[config.mk]
export PLATFORM = sky130hd
export DESIGN_NAME = fetch_unit
export DESIGN_NICKNAME = d
export VERILOG_FILES = /design/src/rtl/fetch_unit.sv
export SDC_FILE = /design/constraint.sdc
export NUM_CORES = 1
export LEC_CHECK = 0
export CAP_MARGIN = 20
export CORE_MARGIN = 2
export CORE_UTILIZATION = 42
export CTS_CLUSTER_DIAMETER = 40
export DETAILED_ROUTE_END_ITERATION = 8
export HOLD_SLACK_MARGIN = 0.05
export PLACE_DENSITY = 0.86
export RECOVER_POWER = 100
export SETUP_SLACK_MARGIN = 0.15
export SLEW_MARGIN = 30
export SYNTH_ARGS = -nofsm -noshare
export SYNTH_HDL_FRONTEND = slang
export SYNTH_SLANG_ARGS = --single-unit
export TNS_END_PERCENT = 50
[constraint.sdc]
create_clock -name clk -period 2.05 [get_ports clk]
set_clock_uncertainty 0.1 [all_clocks]
set_input_delay 0.3075 -clock clk [delete_from_list [all_inputs] [get_ports clk]]
set_output_delay 0.3075 -clock clk [all_outputs]
set_load 0.02 [all_outputs]
[src/rtl/fetch_unit.sv]
// Instruction-fetch stage: owns the program counter, registers the fetched word
// into the fetch/decode pipeline register, and handles stall and redirect.
module fetch_unit #(
  parameter int                     PC_WIDTH = 10,
  parameter logic [PC_WIDTH-1:0]    RESET_PC = '0
) (
  input  logic                clk,
  input  logic                reset,
  output logic [PC_WIDTH-1:0] ProgCounter,
  input  logic [31:0]         InstrIn,
  input  logic                Stall,
  input  logic                Jump,
  input  logic [PC_WIDTH-1:0] JumpTarget,
  input  logic                BranchTaken,
  input  logic [PC_WIDTH-1:0] BranchTarget,
  output logic [31:0]         InstrOut,
  output logic [PC_WIDTH-1:0] PCOut,
  output logic [PC_WIDTH-1:0] PCPlus4,
  output logic                InstrValid,
  output logic                FetchFault
);

  localparam logic [PC_WIDTH-1:0] PC_STEP = PC_WIDTH'(4);

  logic [PC_WIDTH-1:0] r_pc;
  logic [31:0]         r_instr;
  logic [PC_WIDTH-1:0] r_pc_out;
  logic                r_valid;
  logic                r_fault;

  logic                w_redirect;
  logic [PC_WIDTH-1:0] w_target;
  logic                w_misaligned;

  // Jump outranks a simultaneous taken branch; only the chosen target is checked.
  assign w_redirect   = Jump | BranchTaken;
  assign w_target     = Jump ? JumpTarget : BranchTarget;
  assign w_misaligned = |w_target[1:0];

  always_ff @(posedge clk) begin
    if (reset) begin
      r_pc     <= RESET_PC;
      r_instr  <= '0;
      r_pc_out <= '0;
      r_valid  <= 1'b0;
      r_fault  <= 1'b0;
    end else if (w_redirect) begin
      // Redirect wins over stall; the word at the old PC is wrong-path and dropped.
      r_pc     <= {w_target[PC_WIDTH-1:2], 2'b00};
      r_instr  <= '0;
      r_pc_out <= r_pc;
      r_valid  <= 1'b0;
      if (w_misaligned) begin
        r_fault <= 1'b1;
      end
    end else if (!Stall) begin
      r_pc     <= r_pc + PC_STEP;
      r_instr  <= InstrIn;
      r_pc_out <= r_pc;
      r_valid  <= 1'b1;
    end
  end

  assign ProgCounter = r_pc;
  assign InstrOut    = r_instr;
  assign PCOut       = r_pc_out;
  assign PCPlus4     = r_pc_out + PC_STEP;
  assign InstrValid  = r_valid;
  assign FetchFault  = r_fault;

endmodule

==> results.tsv, run 1 <==
metric	value	unit
status	complete, no violations	
Finished Layout Cells	437	
DR WL/cell	14.1	µm
TritonCTS clock tree	yes	
Synth Warn #	0	
Worst slew margin	64.7	%
Pwr Density	580	nW/µm²
crit-path cells	dlygate4sd3_1	
setup violators final	0	
antenna violations before repair	0	
worst endpoint required time	1.64	ns
drt total wl	6.14	mm
Final period util	93.5	%
most frequent cells in the layout	54 x clkdlybuf4s50_1, 52 x dlygate4sd3_1, 48 x dfxtp_1	
Final min period	1.92	ns
grt ovf	0	
row count	26	
# clock sinks	50	
hold depth	3	
Main synth FF type	dfxtp_1	
Clock Power Share	28.1	%
max-slew violations	0	
f_max	522	MHz
Setup crit end kind	primary output	
Post-synth EDFFs	0	
Crit Path Max Fanout	8	
I/O Pins	121	
DR vias/cell	4.94	
total power draw	2.01	mW
Post-route DRC	0	
synthesized area	2230	µm²
fin nets	425	
Flop pwr share	51.6	%
slowest CP cell	dlygate4sd3_1	
number of vias in the routed layout	2158	
H-tree depth	2	
final hold violations	0	
clk_lat worst skew	0.30	ns
commonest non-fill, non-tap cell in the layout	clkdlybuf4s50_1	
Syn Area/Cell	8.93	µm²
Inst Count DP	429	
die area	5910	µm²
Critical path buffers and inverters	1	
# diodes	0	
R2R depth	4	
setup_tns	0	ns
FF+latch area	1000	µm²
cell count along the critical path	1	
largest net degree at the start of global routing	34	
Initial Utilization	43.7	%
post-synthesis sequential area ratio	44.8	%
sw frac	27.2	%
Die Width	76.9	µm
Async SR Flop Fraction	0	%
worst-margin pin slew	0.530	ns
first-pass GRT wire length	10.6	mm
Setup crit start kind	flip-flop	
CTS max path bufs	2	
ANT nets after route	0	
Final HPWL DP	4.89	mm
CTS Root Cell	clkbuf_8	
core box area	5110	µm²
Die Y	76.9	µm
vias in the first global route	2332	
Crit Path Class	flip-flop to primary output	
Initial DRC Count	227	
area grow syn2layout	55.4	%
largest delay contributor family on the critical path	buffers and inverters	
I/O Buffers	114	
fill count	421	
leakage power	1.56	nW
synthesis-stage register bit count	50	
Sw Pwr	0.547	mW
hold crit path type	input pin to flip-flop	
Peak VDD IR	0.384	mV
combinational share of power	20.4	%
critical path arrival	1.51	ns
clk slew on worst S/H paths	0.09	ns
footprint of the multi-input gates	1080	µm²
Num CTS Buffers	5	
Mapped Cells	250	
RD Place Congestion	0.861	
max cap viols	0	
Slowest Stage Delay on Critical Path	0.73	ns
total iterations of the first detailed-routing run	4	
RSZ-0062 raised after global routing	true	
Netlist cell types	35	
GRT Util Overall	21.9	%
layout cell share with drive strength beyond 1	6.27	%
internal power	1.46	mW
worst hold margin	0.335	ns
flip-flops by register name, summed over array words and instances, names as in the netlist:
name / cells
FetchFault: 1
InstrOut: 32
InstrValid: 1
PCOut: 8
ProgCounter: 8
kinds of logic after synthesis:
kind of cell               Yosys count  synth area share, %
xor gates and xnor gates             8                 3.14
and+or+nand+nor                     90                 17.7
adders and majority gates            2                 1.12
DFF                                 50                 44.8
AOI/OAI and AO/OA                   34                 8.80
buffers and inverters               28                 7.57
other                                1                0.168
muxes                               37                 16.6
power groups by stage:
stage | Combinational, mW | Sequential (mW) | Clock (mW)
floorplan | 0.180 | 1.10 | 0
global placement | 0.423 | 1.06 | 0
detailed placement | 0.433 | 1.06 | 0
CTS | 0.428 | 1.04 | 0.580
global route | 0.447 | 1.04 | 0.613
finish | 0.410 | 1.04 | 0.564
area by class of cell:
cell class	instances	area share [%]
clock buffers	6	2.09
clock inverters	2	0.397
inverters	6	0.649
multi-input cells	177	31.1
flip-flops and latches	50	28.9
well taps	70	2.53
repair buffers	126	34.3
synthesized netlist by cell type, drive strengths merged (2+ instances only):
| master | instances | area share [%] |
|---|---|---|
| ha | 2 | 1.1 |
| and4 | 2 | 0.78 |
| nor2 | 42 | 7.2 |
| xnor2 | 5 | 2.0 |
| a21oi | 17 | 3.8 |
| nor3 | 4 | 0.90 |
| buf | 20 | 6.2 |
| nand2 | 24 | 4.0 |
| xor2 | 3 | 1.2 |
| nand4 | 2 | 0.56 |
| nor2b | 2 | 0.56 |
| mux2i | 36 | 16 |
| nand3 | 6 | 1.3 |
| dfxtp | 50 | 45 |
| clkbuf | 2 | 0.34 |
| inv | 6 | 1.0 |
| o21ai | 9 | 2.0 |
| a211oi | 3 | 1.0 |
| or3 | 2 | 0.56 |
| nor4 | 2 | 0.56 |
worst paths after layout:
check | from | end | slack [ns]
setup / recovery | ProgCounter[3]$_SDFFE_PP0P_ | ProgCounter[3] | 0.13
hold / removal | Stall | ProgCounter[7]$_SDFFE_PP0P_ | 0.33
setup reg to reg | ProgCounter[3]$_SDFFE_PP0P_ | ProgCounter[4]$_SDFFE_PP0P_ | 0.45
hold reg to reg | InstrValid$_SDFFE_PP0N_ | InstrValid$_SDFFE_PP0N_ | 0.36
layer usage:
layer / global-route usage, % / up-vias / wire [µm]
li1: - / 1068 / -
met1: 22.3 / 981 / 2280
met2: 39.6 / 100 / 3070
met3: 10.1 / 9 / 691
met4: 6.73 / 0 / 100
met5: 0 / - / 0
metrics by stage:
step	setup slack [ns]	area [µm²]	util, %
6_report	0.134	3470	67.9
5_1_grt	0.0872	3470	67.9
4_1_cts	0.153	3490	68.3
3_5_place_dp	0.0440	3420	66.9
3_3_place_gp	0.0863	3420	66.9
2_1_floorplan	0.303	2250	-
repair_timing:
| item | in CTS | in global routing |
|---|---|---|
| setup endpoints to repair | 7 | 6 |
| resized for setup | 19 | 5 |
| hold buffers | 0 | 0 |
| setup buffers | 0 | 0 |
No activity file was read; power rests on OpenSTA's default activity.
==> run 2, diff against run 1 <==
--- a/config.mk
+++ b/config.mk
@@ -5,13 +5,13 @@
 export SDC_FILE = /design/constraint.sdc
 export NUM_CORES = 1
 export LEC_CHECK = 0
-export CAP_MARGIN = 20
+export CAP_MARGIN = 25
 export CORE_MARGIN = 2
 export CORE_UTILIZATION = 42
 export CTS_CLUSTER_DIAMETER = 40
 export DETAILED_ROUTE_END_ITERATION = 8
 export HOLD_SLACK_MARGIN = 0.05
-export PLACE_DENSITY = 0.86
+export PLACE_DENSITY = 0.85
 export RECOVER_POWER = 100
 export SETUP_SLACK_MARGIN = 0.15
 export SLEW_MARGIN = 30
==> constraint.sdc (replaced) <==
create_clock -name clk -period 2.05 [get_ports clk]
set_clock_uncertainty 0.1 [all_clocks]
set_input_delay 0.205 -clock clk [delete_from_list [all_inputs] [get_ports clk]]
set_output_delay 0.205 -clock clk [all_outputs]
set_load 0.02 [all_outputs]
==> run 2 against run 1 <==
Sequential power barely moved. Utilization fell by 0.12 points. Final area fell by 0.18%. Clock power rose by 8.9%. Worst setup slack got worse by 0.011 ns.
==> results.tsv, run 2 (same netlist as run 1, synthesis figures left out) <==
metric	value	unit
worst endpoint required time	1.75	ns
hold crit path type	input pin to flip-flop	
area grow syn2layout	55.1	%
core box area	5110	µm²
final hold violations	0	
DR WL/cell	13.7	µm
H-tree depth	2	
largest delay contributor family on the critical path	buffers and inverters	
antenna violations before repair	0	
f_max	519	MHz
layout cell share with drive strength beyond 1	4.99	%
Crit Path Max Fanout	6	
Die Width	76.9	µm
Post-route DRC	0	
slowest CP cell	dlygate4sd3_1	
die area	5910	µm²
combinational share of power	19.6	%
total power draw	2.06	mW
Final min period	1.93	ns
number of post-CTS setup repair buffers	0	
Initial DRC Count	177	
Clock Power Share	29.8	%
drt total wl	5.92	mm
DR vias/cell	4.87	
# diodes	0	
# clock sinks	50	
Inst Count DP	423	
number of vias in the routed layout	2100	
Sw Pwr	0.582	mW
Num CTS Buffers	5	
TritonCTS clock tree	yes	
I/O Buffers	114	
Initial Utilization	43.7	%
leakage power	1.54	nW
status	complete, no violations	
Flop pwr share	50.6	%
Die Y	76.9	µm
largest net degree at the start of global routing	34	
max cap viols	0	
hold buffers post-CTS	0	
worst-margin pin slew	0.661	ns
commonest non-fill, non-tap cell in the layout	clkdlybuf4s50_1	
Critical path buffers and inverters	1	
sw frac	28.3	%
Setup crit start kind	flip-flop	
Final period util	94.0	%
Pwr Density	595	nW/µm²
Crit Path Class	flip-flop to primary output	
RD Place Congestion	0.766	
CTS Root Cell	clkbuf_8	
CTS max path bufs	2	
first-pass GRT wire length	9.40	mm
Finished Layout Cells	431	
Largest register FFs	32	
total iterations of the first detailed-routing run	4	
Slowest Stage Delay on Critical Path	0.67	ns
Setup crit end kind	primary output	
Peak VDD IR	0.416	mV
RSZ-0062 raised after global routing	true	
I/O Pins	121	
fin nets	419	
internal power	1.48	mW
crit-path cells	ha_1 -> dlygate4sd3_1	
row count	26	
critical path arrival	1.62	ns
Setup WS pre-CTS	0.105	ns
grt ovf	0	
vias in the first global route	2060	
ANT nets after route	0	
setup_tns	0	ns
GRT Util Overall	19.7	%
setup violators final	0	
setup ws final	0.123	ns
Final HPWL DP	4.57	mm
clk_lat worst skew	0.30	ns
most frequent cells in the layout	55 x clkdlybuf4s50_1, 53 x dlygate4sd3_1, 48 x dfxtp_1	
Worst slew margin	56.0	%
max-slew violations	0	
clk slew on worst S/H paths	0.10	ns
[run 2: changes by cell type in the layout (fill, tap and decap cells not counted)]
cell and delta:
buf_4 -6, clkbuf_1 -3, buf_12 +1, buf_2 -1, clkdlybuf4s50_1 +1, clkinv_2 -1
dlygate4sd3_1 +1, inv_6 +1, inv_8 +1
[run 2: metal layers]
layer,vias to the layer above,GRT usage (%),share of wire (%)
li1,1058,-,-
met5,-,0,0
met1,944,20.9,38
met2,94,36.6,51
met3,4,7.76,10
met4,0,4.36,0.49
[run 2: power groups by stage]
| stage | combinational, mW | sequential [mW] | clock, mW |
|---|---|---|---|
| after floorplan | 0.180 | 1.10 | 0 |
| after global placement | 0.417 | 1.06 | 0 |
| after detailed placement | 0.425 | 1.06 | 0 |
| after CTS | 0.424 | 1.04 | 0.632 |
| after global routing | 0.435 | 1.05 | 0.680 |
| final | 0.404 | 1.04 | 0.614 |
[run 2: worst paths after layout]
path | startpoint | end | slack, ns | depth (start not counted)
hold / removal | Stall | InstrOut[17]$_SDFFE_PP0N_ | 0.26 | 3
setup / recovery | PCOut[2]$_SDFFE_PP0P_ | PCPlus4[3] | 0.12 | 2
hold reg to reg | InstrValid$_SDFFE_PP0N_ | InstrValid$_SDFFE_PP0N_ | 0.35 | 2
setup reg to reg | ProgCounter[2]$_SDFFE_PP0P_ | ProgCounter[6]$_SDFFE_PP0P_ | 0.44 | 4
[run 2: what timing repair did]
action,CTS,global route
endpoints found under the hold margin,0,0
setup endpoints to repair,6,4
resized for setup,11,3
[run 2: worst register-to-register path, cell delays in order, from the launching register on]
cell	delay (ns)
dfxtp_1	0.52
ha_1	0.35
a31oi_1	0.11
or3_1	0.36
a21oi_1	0.12
[run 2: through the flow]
step	area [µm²]	hold slack (ns)	util, %
detailed placement	3390	0.344	66.3
finish	3460	0.264	67.8
global placement	3390	0.337	66.3
CTS	3480	0.261	68.2
floorplan	2250	0.249	-
global route	3460	0.282	67.8
[run 2: area by class of cell]
cell class	count	area, µm²
clock buffers	5	68.8
clock inverters	3	28.8
fillers	414	1650
inverters	6	22.5
multi-input cells	177	1080
flip-flops and latches	50	1000
well taps	70	87.6
repair buffers	120	1170
==> run 3, diff against run 2 <==
--- a/config.mk
+++ b/config.mk
@@ -10,8 +10,9 @@
 export CORE_UTILIZATION = 42
 export CTS_CLUSTER_DIAMETER = 40
 export DETAILED_ROUTE_END_ITERATION = 8
+export GPL_TIMING_DRIVEN = 0
 export HOLD_SLACK_MARGIN = 0.05
-export PLACE_DENSITY = 0.85
+export PLACE_DENSITY = 0.95
 export RECOVER_POWER = 100
 export SETUP_SLACK_MARGIN = 0.15
 export SLEW_MARGIN = 30
==> run 3 against run 2 <==
Global-route usage increased by 1.1 points. Wire length increased by 4.2%. Total power increased by 12%. Sequential cell count unchanged. Cell count increased by 3.0%. Sequential power about the same. Worst setup slack improved by 0.015 ns. Non-clock buffer count increased by 13. Worst hold slack improved by 0.040 ns. Critical path depth unchanged. Die area unchanged. Critical endpoint unchanged.
==> results.tsv, run 3 (same netlist as run 1, synthesis figures left out) <==
metric	value	unit
status	complete, no violations	
total iterations of the first detailed-routing run	4	
Final HPWL DP	4.80	mm
f_max	523	MHz
I/O Pins	121	
Die Y	76.9	µm
area grow syn2layout	59.1	%
grt ovf	0	
GRT Util Overall	20.8	%
first-pass GRT wire length	10.0	mm
setup violators final	0	
hold buffers post-CTS	0	
ANT nets after route	0	
total power draw	2.30	mW
vias in the first global route	2250	
fin area	3550	µm²
FF+latch area	1000	µm²
Die Width	76.9	µm
H-tree depth	2	
Setup crit end kind	primary output	
leakage power	1.61	nW
setup_tns	0	ns
TritonCTS clock tree	yes	
Initial Utilization	43.7	%
number of vias in the routed layout	2192	
worst endpoint required time	1.75	ns
RSZ-0062 raised after global routing	false	
CTS Root Cell	clkbuf_8	
slowest CP cell	dlygate4sd3_1	
max cap viols	0	
hold crit path type	input pin to flip-flop	
Crit Path Max Fanout	6	
core box area	5110	µm²
worst reg-to-reg setup slack	0.44	ns
row count	26	
largest delay contributor family on the critical path	buffers and inverters	
most frequent cells in the layout	53 x dlygate4sd3_1, 52 x clkdlybuf4s50_1, 49 x dfxtp_1	
clk_lat worst skew	0.29	ns
Num CTS Buffers	5	
Post-route DRC	0	
Critical path buffers and inverters	1	
CTS max path bufs	2	
largest net degree at the start of global routing	16	
DR vias/cell	4.94	
layout cell share with drive strength beyond 1	6.95	%
Initial DRC Count	132	
max-slew violations	0	
Setup crit start kind	flip-flop	
commonest non-fill, non-tap cell in the layout	dlygate4sd3_1	
clk slew on worst S/H paths	0.09	ns
Pwr Density	648	nW/µm²
crit-path cells	ha_1 -> dlygate4sd3_1	
DR WL/cell	13.9	µm
footprint of the multi-input gates	1080	µm²
Final min period	1.91	ns
# clock sinks	50	
Peak VDD IR	0.429	mV
fin nets	432	
number of post-CTS setup repair buffers	0	
fill count	404	
Slowest Stage Delay on Critical Path	0.67	ns
Crit Path Class	flip-flop to primary output	
I/O Buffers	111	
RD Place Congestion	0.784	
drt total wl	6.17	mm
Final period util	93.3	%
antenna violations before repair	0	
die area	5910	µm²
Largest register FFs	32	
Post-DP Area	3450	µm²
critical path arrival	1.61	ns
# diodes	0	
final hold violations	0	
==> run 3: changes by cell type in the layout (fill, tap and decap cells not counted), moves of 2 or more <==
cell,change
clkbuf_2,-2
buf_2,+6
buf_4,+6
bufinv_16,+2
clkbuf_1,+6
clkdlybuf4s50_1,-3
==> run 3: final timing paths <==
| kind | start | endpoint | depth (start not counted) |
|---|---|---|---|
| worst min register to register | InstrValid$_SDFFE_PP0N_ | InstrValid$_SDFFE_PP0N_ | 2 |
| worst max register to register | ProgCounter[3]$_SDFFE_PP0P_ | ProgCounter[6]$_SDFFE_PP0P_ | 4 |
| worst min-delay path | reset | ProgCounter[5]$_SDFFE_PP0P_ | 2 |
| worst max-delay path | PCOut[2]$_SDFFE_PP0P_ | PCPlus4[3] | 2 |
==> run 3: area by class of cell <==
class	instances	area share, %
buffer	22	3.42
multi-input combinational	177	30.4
clock inverter	2	1.69
inverter	6	0.634
sequential	50	28.2
timing repair buffer	111	30.9
tap	70	2.47
clock buffer	6	2.32
==> run 3: where the power goes <==
group / internal [mW] / switching, mW / total, mW
registers: 1.00 / 0.0372 / 1.04
clock network: 0.521 / 0.327 / 0.848
logic: 0.221 / 0.192 / 0.413
total: 1.75 / 0.556 / 2.30
==> run 3: metal layers <==
metal / wire, µm / GRT usage [%] / share of wire, % / up-vias
met2: 3250 / 39.6 / 53 / 97
li1: - / - / - / 1078
met1: 2280 / 20.5 / 37 / 1011
met4: 47 / 6.91 / 0.76 / 0
met3: 586 / 7.88 / 9.5 / 6
met5: 0 / 0 / 0 / -
==> run 3: what timing repair did <==
action                     4_1_cts  5_1_grt
setup endpoints to repair        6        4
gates cloned                     0        0
pin swaps                        0        0
resized for setup               10        6
==> run 3: stage by stage <==
stage	util, %	setup WS [ns]	hold slack (ns)	cells
finish	69.5	0.138	0.304	444
floorplan	-	0.406	0.249	255
detailed placement	67.5	0.0377	0.355	436
global route	69.5	0.0827	0.314	444
global placement	67.5	0.120	0.336	436
CTS	70.1	0.155	0.274	444
